## src/rtl/cpu_mem_arbiter.sv

```systemverilog
// N-port arbiter merging pipeline memory requesters onto the single cache CPU port.
// Optional per-port grant/wait counters when CPU_MEM_ARB_PERF_EN is defined.
module cpu_mem_arbiter #(
  parameter int unsigned ADDR_WIDTH = 32,
  parameter int unsigned DATA_WIDTH = 32,
  parameter int unsigned NUM_PORTS  = 2,
  parameter int unsigned ARB_MODE   = 0
) (
  input  logic                             clk,
  input  logic                             rst_n,
  input  logic [NUM_PORTS-1:0]             req_valid,
  input  logic [NUM_PORTS-1:0]             req_wr,
  input  logic [NUM_PORTS*ADDR_WIDTH-1:0]  req_addr,
  input  logic [NUM_PORTS*DATA_WIDTH-1:0]  req_wdata,
  output logic [NUM_PORTS-1:0]             req_ready,
  output logic [NUM_PORTS-1:0]             rsp_valid,
  output logic [DATA_WIDTH-1:0]            rsp_rdata,
  output logic [ADDR_WIDTH-1:0]            cpu_addr,
  output logic                             cpu_rd,
  output logic                             cpu_wr,
  output logic [DATA_WIDTH-1:0]            cpu_wdata,
  input  logic [DATA_WIDTH-1:0]            cpu_rdata,
  input  logic                             cpu_ready
`ifdef CPU_MEM_ARB_PERF_EN
  ,
  output logic [NUM_PORTS*32-1:0]          perf_grant_cnt,
  output logic [NUM_PORTS*32-1:0]          perf_wait_cnt
`endif
);

  localparam int unsigned IDX_W = (NUM_PORTS > 1) ? $clog2(NUM_PORTS) : 1;

  typedef enum logic {IDLE, BUSY} state_e;

  state_e                 state_q;
  logic [IDX_W-1:0]       owner_q;
  logic [IDX_W-1:0]       last_q;
  logic [NUM_PORTS-1:0]   rsp_valid_q;
  logic [DATA_WIDTH-1:0]  rsp_rdata_q;
  logic [ADDR_WIDTH-1:0]  cpu_addr_q;
  logic                   cpu_rd_q;
  logic                   cpu_wr_q;
  logic [DATA_WIDTH-1:0]  cpu_wdata_q;

  logic                   win_any;
  logic [IDX_W-1:0]       win_idx;
  int unsigned            cand;
  logic                   win_wr;
  logic [ADDR_WIDTH-1:0]  win_addr;
  logic [DATA_WIDTH-1:0]  win_wdata;
  logic                   done;
  logic                   accept;

  // Search order: index 0 upward (fixed) or starting just after the last winner (round robin).
  always_comb begin
    win_any = 1'b0;
    win_idx = '0;
    cand    = 0;
    for (int unsigned i = 0; i < NUM_PORTS; i++) begin
      if (ARB_MODE == 0) begin
        cand = i;
      end else begin
        cand = (32'(last_q) + 32'd1 + i) % NUM_PORTS;
      end
      if (!win_any && req_valid[cand]) begin
        win_any = 1'b1;
        win_idx = IDX_W'(cand);
      end
    end
  end

  always_comb begin
    win_wr    = req_wr[win_idx];
    win_addr  = req_addr[32'(win_idx) * ADDR_WIDTH +: ADDR_WIDTH];
    win_wdata = req_wdata[32'(win_idx) * DATA_WIDTH +: DATA_WIDTH];
  end

  // A new request may be taken in IDLE or in the completion cycle of the current one.
  always_comb begin
    done   = (state_q == BUSY) && cpu_ready;
    accept = win_any && ((state_q == IDLE) || done);
    for (int unsigned i = 0; i < NUM_PORTS; i++) begin
      req_ready[i] = accept && (win_idx == IDX_W'(i));
    end
  end

  always_ff @(posedge clk or negedge rst_n) begin
    if (!rst_n) begin
      state_q     <= IDLE;
      owner_q     <= '0;
      last_q      <= IDX_W'(NUM_PORTS - 1);
      rsp_valid_q <= '0;
      rsp_rdata_q <= '0;
      cpu_addr_q  <= '0;
      cpu_rd_q    <= 1'b0;
      cpu_wr_q    <= 1'b0;
      cpu_wdata_q <= '0;
    end else begin
      rsp_valid_q <= '0;
      if (done) begin
        rsp_valid_q[owner_q] <= 1'b1;
        if (cpu_rd_q) begin
          rsp_rdata_q <= cpu_rdata;
        end
      end
      case (state_q)
        IDLE: begin
          if (accept) begin
            cpu_addr_q <= win_addr;
            if (win_wr) begin
              cpu_wdata_q <= win_wdata;
            end
            cpu_rd_q <= !win_wr;
            cpu_wr_q <= win_wr;
            owner_q  <= win_idx;
            last_q   <= win_idx;
            state_q  <= BUSY;
          end
        end
        BUSY: begin
          if (accept) begin
            cpu_addr_q <= win_addr;
            if (win_wr) begin
              cpu_wdata_q <= win_wdata;
            end
            cpu_rd_q <= !win_wr;
            cpu_wr_q <= win_wr;
            owner_q  <= win_idx;
            last_q   <= win_idx;
          end else if (done) begin
            cpu_rd_q <= 1'b0;
            cpu_wr_q <= 1'b0;
            state_q  <= IDLE;
          end
        end
        default: state_q <= IDLE;
      endcase
    end
  end

  assign rsp_valid = rsp_valid_q;
  assign rsp_rdata = rsp_rdata_q;
  assign cpu_addr  = cpu_addr_q;
  assign cpu_rd    = cpu_rd_q;
  assign cpu_wr    = cpu_wr_q;
  assign cpu_wdata = cpu_wdata_q;

`ifdef CPU_MEM_ARB_PERF_EN
  logic [31:0] grant_cnt_q [NUM_PORTS];
  logic [31:0] wait_cnt_q  [NUM_PORTS];

  always_ff @(posedge clk or negedge rst_n) begin
    if (!rst_n) begin
      for (int unsigned p = 0; p < NUM_PORTS; p++) begin
        grant_cnt_q[p] <= '0;
        wait_cnt_q[p]  <= '0;
      end
    end else begin
      for (int unsigned p = 0; p < NUM_PORTS; p++) begin
        if (req_valid[p] && req_ready[p]) begin
          grant_cnt_q[p] <= grant_cnt_q[p] + 32'd1;
        end
        if (req_valid[p] && !req_ready[p]) begin
          wait_cnt_q[p] <= wait_cnt_q[p] + 32'd1;
        end
      end
    end
  end

  always_comb begin
    for (int unsigned p = 0; p < NUM_PORTS; p++) begin
      perf_grant_cnt[p*32 +: 32] = grant_cnt_q[p];
      perf_wait_cnt[p*32 +: 32]  = wait_cnt_q[p];
    end
  end
`endif

endmodule
```

## config.mk

```make
export PLATFORM = sky130hd
export DESIGN_NAME = cpu_mem_arbiter
export DESIGN_NICKNAME = d
export VERILOG_FILES = /design/src/rtl/cpu_mem_arbiter.sv
export SDC_FILE = /design/constraint.sdc
export NUM_CORES = 1
export LEC_CHECK = 0
export ABC_AREA = 0
export CELL_PAD_IN_SITES_DETAIL_PLACEMENT = 1
export CELL_PAD_IN_SITES_GLOBAL_PLACEMENT = 1
export CORE_UTILIZATION = 30
export DETAILED_ROUTE_END_ITERATION = 8
export PLACE_DENSITY_LB_ADDON = 0.1
export SETUP_SLACK_MARGIN = 0.05
export SLEW_MARGIN = 10
export SYNTH_ARGS = -nofsm -noshare
export SYNTH_HDL_FRONTEND = slang
export SYNTH_SLANG_ARGS = --single-unit
```

## constraint.sdc

```tcl
create_clock -name clk -period 3.7 [get_ports clk]
set_input_delay 0.74 -clock clk [delete_from_list [all_inputs] [get_ports clk]]
set_output_delay 0.74 -clock clk [all_outputs]
set_load 0.05 [all_outputs]
```

======== After elaboration in Yosys (flattened, before gate mapping) ========
Cells that the tools add are included.
storage, ports and cells
  logic and storage cells ................. 52
  bits in registers ....................... 102
  output and inout port bits .............. 102
cells by class
  equality and inequality tests ........... 2
  reduce and logical (&&, ||, !) cells .... 12
  muxes and demuxes ....................... 23
  order comparisons ....................... 3
  bitwise operators ....................... 2
  shifts and indexed selects .............. 2
operators by type and width
  cell                                                                           count
  64-bit by 7-bit variable part select with 32-bit output                        2
  32-bit 2-to-1 mux                                                              3
  1-bit 2-to-1 mux                                                               15
  1-bit logical AND                                                              6
  1-bit case mux with 2 select lines                                             3
  2-bit AND reduction                                                            3
  1-bit by 2-bit less-than comparator with 1-bit output (second input constant)  2
  3-bit by 1-bit != test with 1-bit output (second input constant)               1
  1-bit logical NOT                                                              2
  2-bit 2-to-1 mux                                                               1
  2-bit != test (second input constant)                                          1
  1-bit NOT                                                                      2
  1-bit demux with 1-bit select                                                  1
  1-bit >= comparator (second input constant)                                    1
  1-bit logical OR                                                               1

======== Longest topological paths before layout ========
Gate-level depths: netlist (run 1).
  word-level depth ........................ 9
  mapped depth ............................ 5

======== Worst setup path after synthesis (run 1) ========
OpenSTA, ideal clock, no wires.
  path type ............................... input to output
  from .................................... in req_valid[0]
  to ...................................... out req_ready[1]
  arrival ................................. 1587 ps
  setup slack ............................. 1373 ps
  stages on the path ...................... 4
  required time ........................... 2960 ps
  buffers on the path ..................... 2
  path through ............................ nand2b_1 -> buf_2 -> nor2_1 -> buf_2
between the ends
  word-level cells in the longest chain between the ends .. 6
  elaborated cells between the ends (all ways) .. 7
  those cells by class .................... mux (3); reduce/logical (4)
ends and longest elaborated chain
  element              RTL line  source
  start, declared      11        input logic [NUM_PORTS-1:0] req_valid,
  1-bit 2-to-1 mux *   65        if (!win_any && req_valid[cand]) begin
  1-bit logical NOT    65
  1-bit logical AND    65
  1-bit 2-to-1 mux     65
  1-bit logical AND    81        accept = win_any && ((state_q == IDLE) || done);
  1-bit logical AND *  83        req_ready[i] = accept && (win_idx == IDX_W'(i));
  end, declared        15        output logic [NUM_PORTS-1:0] req_ready,
Mark *: on every way between the ends. The rest lies on a longest branch, timed or not.

======== Worst setup path in the final report (run 1) ========
Ends and elaborated chain as after synthesis.

==> results of run 1 <==
-- metrics by stage --
step | worst slack, ps | util, % | hold slack (ps) | cell area, um^2 | power [W]
finish | 707 | 53.9 | 413 | 7600 | 0.00437
global route | 591 | 53.9 | 461 | 7600 | 0.00454
CTS | 638 | 53.9 | 437 | 7600 | 0.00442
detailed placement | 464 | 51.6 | 428 | 7270 | 0.00335
global placement | 558 | 51.6 | 411 | 7270 | 0.00332
floorplan | 1370 | - | 403 | 4390 | 0.00258
-- cell type report --
cell class / count / area [um^2]
Fill cell: 1447 / 6490
Sequential cell: 102 / 2550
Clock buffer: 13 / 270
Clock inverter: 3 / 65.1
Multi-Input combinational cell: 178 / 1720
Tap cell: 180 / 225
Timing Repair Buffer: 277 / 2770
Inverter: 1 / 3.75
-- sequential cells by signal, indices dropped and copies added, names as in the netlist --
register / flops
state_q: 1
rsp_valid: 2
cpu_rd: 1
cpu_addr: 32
cpu_wr: 1
owner_q: 1
cpu_wdata: 32
rsp_rdata: 32
-- Yosys cell counts (2+ instances only) --
cell type / instances / area [um^2]
buf_2: 12 / 60.1
and3_1: 32 / 200
a221o_1: 32 / 320
mux2_2: 96 / 1080
clkbuf_1: 8 / 30.0
buf_6: 3 / 33.8
nand2_1: 3 / 11.3
nand2b_1: 2 / 12.5
dfrtp_1: 102 / 2550
nor2_1: 3 / 11.3
-- worst max-delay path, delay by kind of cell --
kind	cells	cell delay (ps)
buffers and inverters	2	950
and+or+nand+nor	2	560
-- power by group through the flow --
stage / logic (W) / registers, W / clock network (W)
6_report: 0.00185 / 0.00146 / 0.00105
5_1_grt: 0.00193 / 0.00149 / 0.00112
4_1_cts: 0.00187 / 0.00147 / 0.00108
3_5_place_dp: 0.00187 / 0.00148 / 0
3_3_place_gp: 0.00185 / 0.00147 / 0
2_1_floorplan: 0.000310 / 0.00227 / 0
-- path summary, 6_finish.rpt --
| kind | end | slack, ps | depth (start not counted) |
|---|---|---|---|
| max in group asynchronous | cpu_addr[28] | 2380 | 2 |
| worst min-delay path | cpu_wdata[7] | 410 | 1 |
| min in group clk | rsp_valid[0] | 430 | 1 |
| worst min register to register | rsp_valid[0] | 430 | 1 |
| worst max register to register | cpu_addr[15] | 1900 | 4 |
| worst max-delay path | req_ready[1] | 710 | 4 |
-- cells by family after synthesis --
logic type             Yosys count  synth area share, %
flip-flops                     102                 58.1
buffers and inverters           24                 2.91
AO/OA/AOI/OAI                   37                 8.24
multiplexers                    96                 24.6
AND/OR/NAND/NOR                 45                 6.10
-- per-layer routing --
metal / wire length [um] / vias to the layer above
met4: 215 / 0
met1: 5620 / 1823
met2: 7420 / 164
met3: 1330 / 14
li1: - / 1664
met5: 0 / -
==> run metrics, run 1 <==
status=complete, no violations; Max FO, Critical Path=21; P_leak=about 3.2 nW; TritonCTS clock tree=yes; Clock power frac=24.1%; drt initial violations=134; Worst Path Arrival=roughly 2300 ps; Synth cell types=21; H-tree Lvls=3; GP Congestion=between 0.7 and 0.8; vias per cell=4.86; R2R Path Start=state_q; layout cells sized above 1=~22%; Synth Flop Type=dfrtp_1; Detail Route Antenna Nets=0; minimum clock period after layout=~3000 ps; drt first pass iters=4; Cell Pwr Density=approximately 570 mW/mm^2; dpl hpwl=approximately 11 mm; Setup Skew=around 7.3 ps; hold buffers post-CTS=0; Post-synth ARST share=100%; Final Cycle Share=~81%; die span in x=123 um; Crit-path slowest cell=clkdlybuf4s50_1; grt peak-use layer=met2; most frequent cells in the layout=clkdlybuf4s50_1 (265), dfrtp_1 (102), mux2_2 (96); Psw=0.00164 W; sw frac=37.5%; DRC viols=0; Crit path largest cell delay=approximately 790 ps; Hold WC Path Type=input port to asynchronous set/reset pin; Seq pwr share=approximately a third; CP cell instances=clkdlybuf4s50_1, nand2b_2, nor2_2, buf_12; max-slew violation count=0; peak supply drop=about 0.24 mV; Wirelength per Cell=around 19 um; P_int=0.00273 W; Die Height=around 120 um; core footprint=~0.014 mm^2; cts bufs inserted=9; Clock transition at path regs=70 ps; final setup violation count=0; most common cell after layout, fill and taps aside=clkdlybuf4s50_1; vias in the first global route=4083; WP data required=around 3000 ps; Resized Gates After CTS=0; CTS Buffer Depth=2; initial antenna violation count=0; Worst Setup End Kind=output pin; Setup Fix Bufs, Post-CTS=0; Max-cap violations=0; Clk Latency, worst-skew pair=340 ps; gr ovfl total=0; worst slew pin tran=876 ps; Final nets=approximately 740; worst rel slew slack=a little over two fifths; logic gate share of total power=42.4%; Initial Util=a little under a third; M1 GR Usage=a little over a fifth; Mapped Nets=between 400 and 500; CP Launch Type=input port; final std cells w/o fill=754; Vias=~3700; Ports=approximately 270; met2 usage=34.9%; total die area=about 0.015 mm^2; RSZ-0062 raised after global routing=no; warnings from Yosys=0; EDFF count, synth=0; largest net degree at the start of global routing=between 50 and 60; post-route setup TNS=0 ps; final wirelength=about 15 mm; row count=43; FMAX=approximately 330 MHz; global-route met3 utilization=6.27%; Avg Synthesized Cell Area=around 14 um^2; IO buf count=between 200 and 300; CP Launch Point=req_valid[0]; Fin. Hold Viols=0; global-route wire length before repair=about 22 mm; clock sink count=around 100; Synth Cell Area=approximately 0.0044 mm^2; Placed Cells=~740; Mapped Cells=between 300 and 400; ant diodes=0; root buf cell=clkbuf_16; flops & latches, synth=around 100; Syn-to-layout area delta=73.2%; sequential share of the synthesized area=between 50% and 60%; Crit Path Category=input port to output pin; GRT Util Overall=between 10% and 20%
Note: power is estimated with default switching activity, not from simulation.
==> run 2, diff against run 1 <==
--- a/config.mk
+++ b/config.mk
@@ -8,7 +8,7 @@
 export ABC_AREA = 0
 export CELL_PAD_IN_SITES_DETAIL_PLACEMENT = 1
 export CELL_PAD_IN_SITES_GLOBAL_PLACEMENT = 1
-export CORE_UTILIZATION = 30
+export CORE_UTILIZATION = 25
 export DETAILED_ROUTE_END_ITERATION = 8
 export PLACE_DENSITY_LB_ADDON = 0.1
 export SETUP_SLACK_MARGIN = 0.05
==> constraint.sdc (replaced) <==
create_clock -name clk -period 2.69 [get_ports clk]
set_input_delay 0.538 -clock clk [delete_from_list [all_inputs] [get_ports clk]]
set_output_delay 0.538 -clock clk [all_outputs]
set_load 0.05 [all_outputs]
==> run metrics, run 2 (synthesis gave the netlist of run 1 again) <==
Setup Skew=~6.8 ps; vias in the first global route=4114; Ports=approximately 270; multi-input logic area=around 0.0017 mm^2; largest net degree at the start of global routing=53; Fin Hold WS=approximately 140 ps; vias per cell=~4.5; drt first pass iters=5; peak supply drop=roughly 0.3 mV; RSZ-0062 raised after global routing=no; CP Launch Type=input port; ant diodes=0; Hold WC Path Type=input port to asynchronous set/reset pin; total die area=~0.018 mm^2; r2r worst-path depth=4; filler instances=approximately 1800; most common cell after layout, fill and taps aside=clkdlybuf4s50_1; Detail Route Antenna Nets=0; Worst Setup End Kind=output pin; drt initial violations=77; H-tree Lvls=3; Final nets=approximately 740; minimum clock period after layout=around 2200 ps; Setup Fix Bufs, Post-CTS=0; Crit Path Category=input port to output pin; root buf cell=clkbuf_16; global-route wire length before repair=between 20 and 25 mm; Initial Util=25.5%; CTS Buffer Depth=2; Worst Path Arrival=between 1500 and 2000 ps; r2r setup slk=about 1200 ps; P_leak=3.20 nW; row count=48; sequential cell area=approximately 0.0026 mm^2; layout cells sized above 1=between 20% and 30%; final setup violation count=0; Clk Latency, worst-skew pair=approximately 350 ps; Die Height=135 um; TritonCTS clock tree=yes; Reg2Reg Capture Point=cpu_wdata[4]; most frequent cells in the layout=clkdlybuf4s50_1 (265), dfrtp_1 (102), mux2_2 (96); worst rel slew slack=a little over three fifths; gr ovfl total=0; final wirelength=about 14 mm; WP data required=around 2200 ps; Syn-to-layout area delta=74.9%; Max FO, Critical Path=4; FMAX=447 MHz; Cell Pwr Density=a little under 800 mW/mm^2; Max-cap violations=0; hold buffers post-CTS=0; core footprint=0.0172 mm^2; Wirelength per Cell=18.0 um; initial antenna violation count=0; max-slew violation count=0; GP Congestion=0.739; post-route setup TNS=0 ps; Resized Gates After CTS=0; Vias=3587; Final Cycle Share=a little over four fifths; clock sink count=about 100; R2R Path Start=state_q; die span in x=about 130 um; Clock transition at path regs=about 70 ps; IO buf count=approximately 270; dpl hpwl=about 11 mm; DRC viols=0; GRT Util Overall=16.1%; status=complete, no violations; cts bufs inserted=9; Fin. Hold Viols=0; worst slew pin tran=556 ps
[run 2: cell types whose count changed in the layout (fill, tap and decap cells not counted), sizes merged]
cell and change:
clkinv +1, bufinv -1, buf +1, inv +1, clkbuf -2, clkinvlp +1
[run 2: worst max-delay path by stage]
stage                       startpoint            end  depth (start not counted)  slack [ps]
after floorplan           req_valid[0]   req_ready[1]                          4         770
after global placement    req_valid[0]  cpu_wdata[17]                          6         390
after detailed placement  req_valid[0]   cpu_wdata[8]                          6         360
after CTS                    cpu_ready   req_ready[1]                          4         450
after global routing         cpu_ready   req_ready[1]                          4         370
final                        cpu_ready   req_ready[1]                          4         450
[run 2: power breakdown]
| part | switching (W) | internal [W] |
|---|---|---|
| Combinational | 0.00152 | 0.00103 |
| Clock | 0.000591 | 0.000773 |
| Sequential | 0.000165 | 0.00184 |
| Total | 0.00228 | 0.00365 |
[run 2: metrics by stage]
| stage | util (%) | std cells | instance area [um^2] | worst slack (ps) | total power, W |
|---|---|---|---|---|---|
| after floorplan | - | 304 | 4390 | 767 | 0.00354 |
| after global placement | 42.8 | 784 | 7370 | 389 | 0.00458 |
| after detailed placement | 42.8 | 784 | 7370 | 358 | 0.00462 |
| after CTS | 44.5 | 800 | 7680 | 452 | 0.00604 |
| after global routing | 44.5 | 800 | 7680 | 375 | 0.00619 |
| final | 44.5 | 800 | 7680 | 452 | 0.00592 |
[run 2: cell type report]
class / instances / share of cell area, %
repair buffers: 278 / 36.6
flip-flops and latches: 102 / 33.2
clock buffers: 11 / 3.29
multi-input cells: 178 / 22.4
inverters: 1 / 0.0489
well taps: 225 / 3.67
clock inverters: 5 / 0.733
[run 2: routing by layer]
metal	GRT usage (%)	up-vias	share of wire, %
li1	-	1666	-
met1	19.1	1743	39
met2	26.5	164	49
met3	5.86	14	10
met4	6.43	0	1.8
met5	0	-	0
[run 2: worst max-delay path, cell delays in order]
cell	delay [ps]
clkdlybuf4s50_1	520
and2b_1	270
nor2_2	200
buf_12	160
